<file path="src/rtl/spi_flash_port.sv">
`timescale 1ns/1ps
// spi_flash_port
// ---------------------------------------------------------------------------
// Zorro slave register port to a serial SPI flash. There are two byte-wide
// registers in the SPI window:
//   DATA (REG=0)  write: starts one 8-bit mode-0 transfer, MSB first.
//                 read : returns the last received byte.
//                 Both stall (no spi_dtack) while a transfer is in progress.
//   CTRL (REG=1)  write: cs_en = DIN[0], SPI_CS_n = ~cs_en.
//                 read : {busy, 6'b0, cs_en}. Never stalls.
//
// Ports
//   CLK, RESET_n        board clock (rising edge), async active-low reset
//   FCS_n               buffered Zorro cycle strobe (active low)
//   slave_cycle         card is the bus slave
//   configured          Autoconfig has assigned the base address
//   sel                 decoded address hits the SPI register window
//   REG, READ           register select (0=DATA, 1=CTRL), 1=read / 0=write
//   DIN[7:0]            write data (D[31:24])
//   DOUT[7:0]           read data, valid while spi_dtack=1
//   spi_dtack           cycle acknowledge, held until FCS_n returns high
//   SPI_CLK, SPI_MOSI, SPI_CS_n, SPI_MISO   serial flash pins
//   dbg_state_o[1:0]    current FSM state (IDLE=0, LOAD=1, SHIFT=2, DONE=3)
//
// Bus handshake: an access is taken when FCS_n=0, sel=1, slave_cycle=1 and
// configured=1, at most once per FCS_n low period. spi_dtack rises on the
// accepting edge, stays high while FCS_n is low and drops on the first edge
// that sees FCS_n high.
//
// Build option: define SPI_FAST_EN for a 2-CLK SPI_CLK period (16-CLK shift)
// instead of the default 4-CLK period (32-CLK shift).
// ---------------------------------------------------------------------------
module spi_flash_port (
  input  logic       CLK,
  input  logic       RESET_n,
  input  logic       FCS_n,
  input  logic       slave_cycle,
  input  logic       configured,
  input  logic       sel,
  input  logic       REG,
  input  logic       READ,
  input  logic [7:0] DIN,
  output logic [7:0] DOUT,
  output logic       spi_dtack,
  output logic       SPI_CLK,
  output logic       SPI_MOSI,
  output logic       SPI_CS_n,
  input  logic       SPI_MISO,
  output logic [1:0] dbg_state_o
);

`ifdef SPI_FAST_EN
  localparam int unsigned CW = 1;
  localparam logic [CW-1:0] CNT_SAMPLE = 1'b0;  // SPI_CLK rises on 0->1
  localparam logic [CW-1:0] CNT_LAST   = 1'b1;  // SPI_CLK falls on 1->0
`else
  localparam int unsigned CW = 2;
  localparam logic [CW-1:0] CNT_SAMPLE = 2'd1;  // SPI_CLK rises on 1->2
  localparam logic [CW-1:0] CNT_LAST   = 2'd3;  // SPI_CLK falls on 3->0
`endif

  typedef enum logic [1:0] {
    S_IDLE  = 2'd0,
    S_LOAD  = 2'd1,
    S_SHIFT = 2'd2,
    S_DONE  = 2'd3
  } state_t;

  state_t          state_q, state_d;
  logic [CW-1:0]   cnt_q, cnt_d;
  logic [2:0]      bit_q, bit_d;
  logic [7:0]      shreg_q, shreg_d;
  logic            miso_q, miso_d;
  logic            mosi_q, mosi_d;
  logic [7:0]      rx_q, rx_d;
  logic [7:0]      dout_q, dout_d;
  logic            dtack_q, dtack_d;
  logic            taken_q, taken_d;
  logic            cs_en_q, cs_en_d;

  logic            busy;
  logic            access;
  logic            data_ok;
  logic            ctrl_ok;

  always_ff @(posedge CLK or negedge RESET_n) begin
    if (!RESET_n) begin
      state_q <= S_IDLE;
      cnt_q   <= '0;
      bit_q   <= 3'd0;
      shreg_q <= 8'h00;
      miso_q  <= 1'b0;
      mosi_q  <= 1'b0;
      rx_q    <= 8'h00;
      dout_q  <= 8'h00;
      dtack_q <= 1'b0;
      taken_q <= 1'b0;
      cs_en_q <= 1'b0;
    end else begin
      state_q <= state_d;
      cnt_q   <= cnt_d;
      bit_q   <= bit_d;
      shreg_q <= shreg_d;
      miso_q  <= miso_d;
      mosi_q  <= mosi_d;
      rx_q    <= rx_d;
      dout_q  <= dout_d;
      dtack_q <= dtack_d;
      taken_q <= taken_d;
      cs_en_q <= cs_en_d;
    end
  end

  always_comb begin
    state_d = state_q;
    cnt_d   = cnt_q;
    bit_d   = bit_q;
    shreg_d = shreg_q;
    miso_d  = miso_q;
    mosi_d  = mosi_q;
    rx_d    = rx_q;
    dout_d  = dout_q;
    dtack_d = dtack_q;
    taken_d = taken_q;
    cs_en_d = cs_en_q;

    busy    = (state_q != S_IDLE);
    access  = ~FCS_n & sel & slave_cycle & configured & ~taken_q;
    // DATA accesses wait for IDLE; CTRL accesses go through at any time.
    data_ok = access & ~REG & ~busy;
    ctrl_ok = access & REG;

    // Bus side: acknowledge and register access.
    if (FCS_n) begin
      dtack_d = 1'b0;
      taken_d = 1'b0;
    end else if (data_ok || ctrl_ok) begin
      dtack_d = 1'b1;
      taken_d = 1'b1;
      if (REG) begin
        if (READ) dout_d  = {busy, 6'b000000, cs_en_q};
        else      cs_en_d = DIN[0];
      end else if (READ) begin
        dout_d = rx_q;
      end
    end

    // Transfer engine. FCS_n plays no part here, so a transfer always runs
    // to completion once started.
    case (state_q)
      S_IDLE: begin
        if (data_ok && !READ) begin
          shreg_d = DIN;
          state_d = S_LOAD;
        end
      end
      S_LOAD: begin
        mosi_d  = shreg_q[7];
        cnt_d   = '0;
        bit_d   = 3'd0;
        state_d = S_SHIFT;
      end
      S_SHIFT: begin
        cnt_d = cnt_q + CW'(1);
        // MISO is held in its own flop until the falling SPI_CLK edge so the
        // outgoing bit 0 is not overwritten before it has been sent.
        if (cnt_q == CNT_SAMPLE) miso_d = SPI_MISO;
        if (cnt_q == CNT_LAST) begin
          shreg_d = {shreg_q[6:0], miso_q};
          mosi_d  = shreg_q[6];
          bit_d   = bit_q + 3'd1;
          if (bit_q == 3'd7) state_d = S_DONE;
        end
      end
      S_DONE: begin
        rx_d    = shreg_q;
        state_d = S_IDLE;
      end
      default: state_d = S_IDLE;
    endcase
  end

  // SPI_CLK is only ever high in SHIFT, so it idles low in every other state.
  assign SPI_CLK     = (state_q == S_SHIFT) & cnt_q[CW-1];
  assign SPI_MOSI    = mosi_q;
  assign SPI_CS_n    = ~cs_en_q;
  assign spi_dtack   = dtack_q;
  assign DOUT        = dout_q;
  assign dbg_state_o = state_q;

endmodule

</file>
<file path="config.mk">
export PLATFORM = sky130hd
export DESIGN_NAME = spi_flash_port
export DESIGN_NICKNAME = d
export VERILOG_FILES = /design/src/rtl/spi_flash_port.sv
export SDC_FILE = /design/constraint.sdc
export NUM_CORES = 1
export LEC_CHECK = 0
export ABC_CLOCK_PERIOD_IN_PS = 2300
export BUFFER_PORTS_ARGS = -buffer_cell sky130_fd_sc_hd__buf_2
export CAP_MARGIN = 10
export CORE_MARGIN = 4
export CORE_UTILIZATION = 55
export DETAILED_ROUTE_END_ITERATION = 16
export GPL_ROUTABILITY_DRIVEN = 0
export PLACE_DENSITY_LB_ADDON = 0.1
export SKIP_LAST_GASP = 1
export SLEW_MARGIN = 20
export SYNTH_ARGS = -nofsm -noshare
export SYNTH_HDL_FRONTEND = slang
export SYNTH_SLANG_ARGS = --single-unit
</file>
<file path="constraint.sdc">
create_clock -name CLK -period 2.3 [get_ports CLK]
set_clock_uncertainty 0.1 [all_clocks]
set_input_delay 0.23 -clock CLK [delete_from_list [all_inputs] [get_ports CLK]]
set_output_delay 0.23 -clock CLK [all_outputs]
set_load 0.05 [all_outputs]
</file>
==> metrics.yaml, run 1 <==
status:
  outcome: "finished, final reports clean"
timing:
  hold_viol_final: 0
  min_period_ps: 2134
  setup-tns-final_ps: 0
  rsz0062_at_grt: "no"
  setup_viol: 0
  max_slew_margin_pct: 46.40
  fmax_mhz: 468.6
  fin_crit_sh_pct: 92.78
  drv_slew: 0
  worstMarginPinSlew_ps: 803.9
finish:
  fin_util_pct: 65.86
  antennaDiodeCount: 0
  final_nets: 267
  fin_area_sq_um: 2250
  drive_above_1_share_pct: 23.55
  syn_to_final_growth_pct: 13.30
  layout.cells.non_filler: 288
die:
  dieArea_sq_um: 4636
  floorplan.initialDensity_pct: 58.13
  num_rows: 21
  ios: 31
  coreArea_sq_um: 3416
  dieHeight_um: 68.09
  die_w_um: 68.09
global_route:
  grt_pass1_vias: 1529
  antenna_found_initial: 0
  grtUsageMet3_pct: 5.419
  grt_pass1_wl_um: 7072
  met1_usage_pct: 26.34
  grt_util_met2_pct: 33.81
  busiest_layer: "met2"
  grt_overflow: 0
  grt_max_degree: 36
  grt.total_usage_pct: 20.65
setup_path:
  reg2reg_from: "dbg_state_o[0]$_DFFE_PN0P_"
  r2r-end: "shreg_q[0]$_DFFE_PN0P_"
  cp-start-kind: "flop"
  end_kind: "primary output"
  cpPeakStageDelay_ps: 450
  arrival_ps: 1800
  r2r_setup_slack_ps: 320
  worst-path-max-fanout: 33
  critPathRequiredTime_ps: 1970
  cpMaxStageDelayCell: "dfrtp_1"
  critPathKind: "flop to primary output"
  cp_cell_sequence: "inv_1, ha_1, buf_4, and2_1, buf_2"
  ff2ff_path_depth: 7
clocking:
  cts-htree-levels: 2
  numCtsBuffers: 5
  clkSlewWorstSetupHoldPaths_ps: 110
  cts_resized: 0
  cts_tree: "done"
  clk_latency_ps: 340
  cts_buffer_depth: 2
  cts_sinks: 35
  cts-root-buf: "clkbuf_4"
hold_path:
  min_path_type: "input port to flop"
  hp-start: "SPI_MISO"
  min_to: "miso_q$_DFFE_PN0P_"
  min_path_cells: 2
route:
  drc: 0
  wl_per_cell_um: 14.65
  dr.pass1.iters: 4
  drt_iter0_markers: 129
  finalWirelength_um: 4218
  via_count: 1629
  antenna_left: 0
  vias_per_cell: 5.656
synth:
  synth_nets: 234
  ys_seq_area_share_pct: 44.11
  synth.distinct_cells: 37
  synthArstFlopShare_pct: 100.0
  syn_inst: 208
  synth_edf_count: 0
  synth-warning-count: 0
  ys.flop_type: "dfrtp_1"
  syn_area_sq_um: 1986
  syn_avg_cell_area_sq_um: 9.546
  synth-seq-cells: 35
power_and_ir_drop:
  finalPower_mw: 2.866
  powerDensity_nw_per_um2: 1274
  power.leakage_nw: 1.022
  vdd_drop_max_mv: 0.8013
placement:
  io_buffers: 30
  placedCellCount: 278
  dpl_cell_area_sq_um: 2172
  dpl.hpwl_um: 3007
flow_run:
  maxCapViolCount: 0
## repair_timing
action / CTS / global route
hold endpoints to repair: 36 / 0
buffers inserted: 0 / 0
setup endpoints to repair: 0 / 0
hold buffers: 2 / 0
## cell type report
type | count | area (sq um)
fillers | 303 | 1166
multi-input cells | 147 | 991.0
flip-flops and latches | 35 | 875.8
repair buffers | 38 | 215.2
well taps | 46 | 57.56
inverters | 14 | 52.55
clock buffers | 5 | 37.54
clock inverters | 3 | 20.02
## kinds of logic after synthesis
kind of cell | after synthesis | share of synthesized area (%)
xor+xnor | 1 | 0.4412
fa+ha+maj | 9 | 5.671
mux | 11 | 6.112
simple gates | 70 | 18.46
buf+inv | 26 | 5.985
flops | 35 | 44.11
compound gates | 56 | 19.22
## cells in the final DEF, fill, tap and decap left out, types with 3 or more instances in the layout
cell      synthesis  final
nor2b_1          12     12
a21oi_1          10     10
dfrtp_1          35     35
nand2b_1          8      8
nand3_1           3      3
nor2_1            4      4
a31oi_1          14     14
buf_2             5     30
o21ai_0          11     11
nor3_1            7      7
buf_4             2      6
clkbuf_4          0      5
mux2_2            9      9
a311o_1           7      7
inv_1            13     13
o311ai_0          6      6
nand2_1          29     29
ha_1              9      9
## how the worst max path moves through the flow
stage | from | to | slack (ps) | cells past startpoint
floorplan | dbg_state_o[0]$_DFFE_PN0P_ | SPI_CLK | 10 | 6
global placement | dbg_state_o[0]$_DFFE_PN0P_ | shreg_q[0]$_DFFE_PN0P_ | 460 | 7
detailed placement | dbg_state_o[0]$_DFFE_PN0P_ | shreg_q[4]$_DFFE_PN0P_ | 340 | 7
CTS | dbg_state_o[0]$_DFFE_PN0P_ | SPI_CLK | 150 | 5
global route | dbg_state_o[0]$_DFFE_PN0P_ | SPI_CLK | 40 | 5
finish | dbg_state_o[0]$_DFFE_PN0P_ | SPI_CLK | 170 | 5
## cells in the mapped netlist (2+ instances only)
library cell | number | area share, %
nor3_1 | 7 | 1.8
o311ai_0 | 6 | 2.6
a22o_1 | 2 | 0.88
nand3_1 | 3 | 0.76
a21oi_1 | 10 | 2.5
dfrtp_1 | 35 | 44
clkbuf_1 | 3 | 0.57
nor2b_1 | 12 | 3.8
nand2b_1 | 8 | 2.5
mux2_2 | 9 | 5.1
nor2_1 | 4 | 0.76
a31oi_1 | 14 | 4.4
mux2i_1 | 2 | 1.0
nand2_1 | 29 | 5.5
a311o_1 | 7 | 3.5
buf_4 | 2 | 0.76
buf_2 | 5 | 1.3
ha_1 | 9 | 5.7
inv_1 | 13 | 2.5
o21ai_0 | 11 | 2.8
## registers in the layout, summed over array words and instances (netlist names), 2 cells and up
register	flops
shreg_q	8
dbg_state_o	2
DOUT	8
rx_q	8
cnt_q	2
bit_q	3
## worst max-delay path: cells and delay by family, from the launching register on
family / cells / cell delay, ps
adders and majority gates: 1 / 150
DFF: 1 / 450
buffers and inverters: 3 / 680
and+or+nand+nor: 1 / 180
## layer usage
metal	vias up	wire (um)
met5	-	0
met4	0	54
met3	6	174
met2	33	2055
met1	783	1933
li1	807	-
## report_power, final
group,internal [mW],switching [mW],leakage [nW]
Sequential,0.853,0.219,0.410
Combinational,0.581,0.878,0.585
Clock,0.117,0.218,0.0272
## metrics by stage
step / hold slack (ps) / worst slack [ps]
2_1_floorplan: -165.6 / 13.58
3_3_place_gp: 249.9 / 459.4
3_5_place_dp: 263.1 / 340.2
4_1_cts: 7.262 / 150.5
5_1_grt: 5.630 / 36.01
6_report: 27.62 / 166.1
No activity file was read; power rests on OpenSTA's default activity.
==> run 2, diff against run 1 <==
RECOVER_POWER = 100   (was unset)
==> metrics.yaml, run 2 (synthesis results as in run 1) <==
status:
  outcome: "finished, final reports clean"
placement:
  dpl_cell_area_sq_um: 2172  # unchanged
  post-place-ws_ps: 340.2  # unchanged
  placedCellCount: 278  # unchanged
  dpl.hpwl_um: 3007  # unchanged
  io_buffers: 30  # unchanged
clocking:
  cts-root-buf: "clkbuf_4"
  cts-htree-levels: 2  # unchanged
  clkSlewWorstSetupHoldPaths_ps: 110  # about the same
  cts_resized: 0  # unchanged
  numCtsBuffers: 5  # unchanged
  clk_latency_ps: 350  # about the same
  cts_buffer_depth: 2  # unchanged
  cts_tree: "done"
  cts_sinks: 35  # unchanged
  cts_setup_buffers: 0  # unchanged
finish:
  final_nets: 267  # unchanged
  fillers: 308  # +1.7%
  syn_to_final_growth_pct: 11.97
  final_common_cell: "dfrtp_1"
  final_cell_mix: "dfrtp_1, nand2_1, buf_2, a31oi_1, clkbuf_1"
  drive_above_1_share_pct: 16.94  # -6.6 points
  layout.cells.non_filler: 288  # unchanged
  antennaDiodeCount: 0  # unchanged
  fin_area_sq_um: 2223  # -1.2%
  fin_util_pct: 65.09  # -0.77 points
die:
  ios: 31  # unchanged
  dieArea_sq_um: 4636  # unchanged
  dieHeight_um: 68.09  # unchanged
  coreArea_sq_um: 3416  # unchanged
  num_rows: 21  # unchanged
  die_w_um: 68.09  # unchanged
  floorplan.initialDensity_pct: 58.13  # unchanged
setup_path:
  reg2reg_from: "dbg_state_o[0]$_DFFE_PN0P_"
  end_kind: "primary output"
  r2r-end: "shreg_q[0]$_DFFE_PN0P_"
  ff2ff_path_depth: 7  # unchanged
  cpMaxStageDelayCell: "dfrtp_1"
  cp_cell_sequence: "inv_1, ha_1, buf_4, and2_1, clkbuf_2"
  cp_num_buf_inv: 3  # unchanged
  worst-path-max-fanout: 33  # unchanged
  critPathTopFamily: "buffers and inverters"
  arrival_ps: 1820  # +20 ps
  cp-start-kind: "flop"
  critPathRequiredTime_ps: 1970  # about the same
  r2r_setup_slack_ps: 260  # -60 ps
  critPathKind: "flop to primary output"
  cp.depth: 5  # unchanged
  cpPeakStageDelay_ps: 450  # about the same
timing:
  worstMarginPinSlew_ps: 897.0  # +93.03 ps
  fmax_mhz: 464.6  # -0.86%
  max_slew_margin_pct: 40.20  # -6.2 points
  whs_ps: 27.11  # -0.5081 ps
  min_period_ps: 2152  # +18.58 ps
  drv_slew: 0  # unchanged
  setup-tns-final_ps: 0  # unchanged
  setup_viol: 0  # unchanged
  rsz0062_at_grt: "no"
  fin_crit_sh_pct: 93.58  # +0.81 points
  hold_viol_final: 0  # unchanged
  layout_setup_ws_ps: 147.6  # -18.58 ps
route:
  drt_iter0_markers: 115  # -11%
  antenna_left: 0  # unchanged
  via_count: 1641  # +0.74%
  drc: 0  # unchanged
  finalWirelength_um: 4232  # +0.33%
  vias_per_cell: 5.698  # +0.74%
  dr.pass1.iters: 4  # unchanged
  wl_per_cell_um: 14.69  # +0.33%
hold_path:
  hp-start: "SPI_MISO"
  min_to: "miso_q$_DFFE_PN0P_"
  min_path_type: "input port to flop"
  min_path_cells: 2  # unchanged
power_and_ir_drop:
  power_switching_mw: 1.317  # +0.21%
  p_clk_share_pct: 11.9  # +0.2 points
  switching_share_pct: 46.50  # +0.63 points
  power.leakage_nw: 0.9890  # -3.2%
  p_seq_share_pct: 37.9  # +0.5 points
  p_comb_share_pct: 50.2  # -0.7 points
  vdd_drop_max_mv: 0.8047  # +0.43%
  powerDensity_nw_per_um2: 1274  # about the same
  internal-power_mw: 1.516  # -2.3%
  finalPower_mw: 2.833  # -1.1%
global_route:
  grt.total_usage_pct: 20.65  # unchanged
  antenna_found_initial: 0  # unchanged
  met1_usage_pct: 26.34  # unchanged
  grt_max_degree: 36  # unchanged
  grt_overflow: 0  # unchanged
  grt_pass1_wl_um: 7072  # unchanged
  grt_pass1_vias: 1529  # unchanged
  grt_util_met2_pct: 33.81  # unchanged
  grtUsageMet3_pct: 5.419  # unchanged
  busiest_layer: "met2"
flow_run:
  maxCapViolCount: 0  # unchanged
-- run 2: cell types whose count changed in the layout (fill, tap and decap cells not counted), sizes merged --
cell    change
buf        -18
clkbuf     +18
-- run 2: power by group through the flow --
stage,Sequential (mW),Combinational [mW],Clock [mW]
final,1.07,1.42,0.336
after global routing,1.10,1.57,0.384
after detailed placement,1.08,1.46,0
after floorplan,1.22,0.963,0
after CTS,1.07,1.46,0.350
after global placement,1.07,1.40,0
-- run 2: final cells by class --
type | instances | area [sq um] | area share (%)
clock buffers | 5 | 37.54 | 1.688
clock inverters | 3 | 20.02 | 0.9004
inverters | 14 | 52.55 | 2.364
multi-input cells | 147 | 989.7 | 44.51
flip-flops and latches | 35 | 875.8 | 39.39
well taps | 46 | 57.56 | 2.589
repair buffers | 38 | 190.2 | 8.554
-- run 2: timing repair --
item                                    in CTS  in global routing
hold buffers                                 2                  0
endpoints found under the setup margin       0                  0
hold endpoints to repair                    36                  0
-- run 2: worst max path at each step --
| stage | from | to | slack, ps |
|---|---|---|---|
| final | dbg_state_o[0]$_DFFE_PN0P_ | SPI_CLK | 150 |
| after floorplan | dbg_state_o[0]$_DFFE_PN0P_ | SPI_CLK | 10 |
| after CTS | dbg_state_o[0]$_DFFE_PN0P_ | SPI_CLK | 150 |
| after detailed placement | dbg_state_o[0]$_DFFE_PN0P_ | shreg_q[4]$_DFFE_PN0P_ | 340 |
| after global placement | dbg_state_o[0]$_DFFE_PN0P_ | shreg_q[0]$_DFFE_PN0P_ | 460 |
| after global routing | dbg_state_o[0]$_DFFE_PN0P_ | SPI_CLK | 20 |
-- run 2: worst reg2reg max path, cell delays in order, from the launching register on --
cell and delay [ps]:
dfrtp_1 440, inv_1 110, ha_1 250, clkbuf_2 210, nor2b_1 440, nand2_1 110, a31oi_1 190, a311o_1 130
-- run 2: routing by layer --
layer / vias to the layer above / routed length, um
met1: 790 / 1924
met3: 6 / 192
met4: 0 / 54
li1: 809 / -
met2: 36 / 2061
met5: - / 0
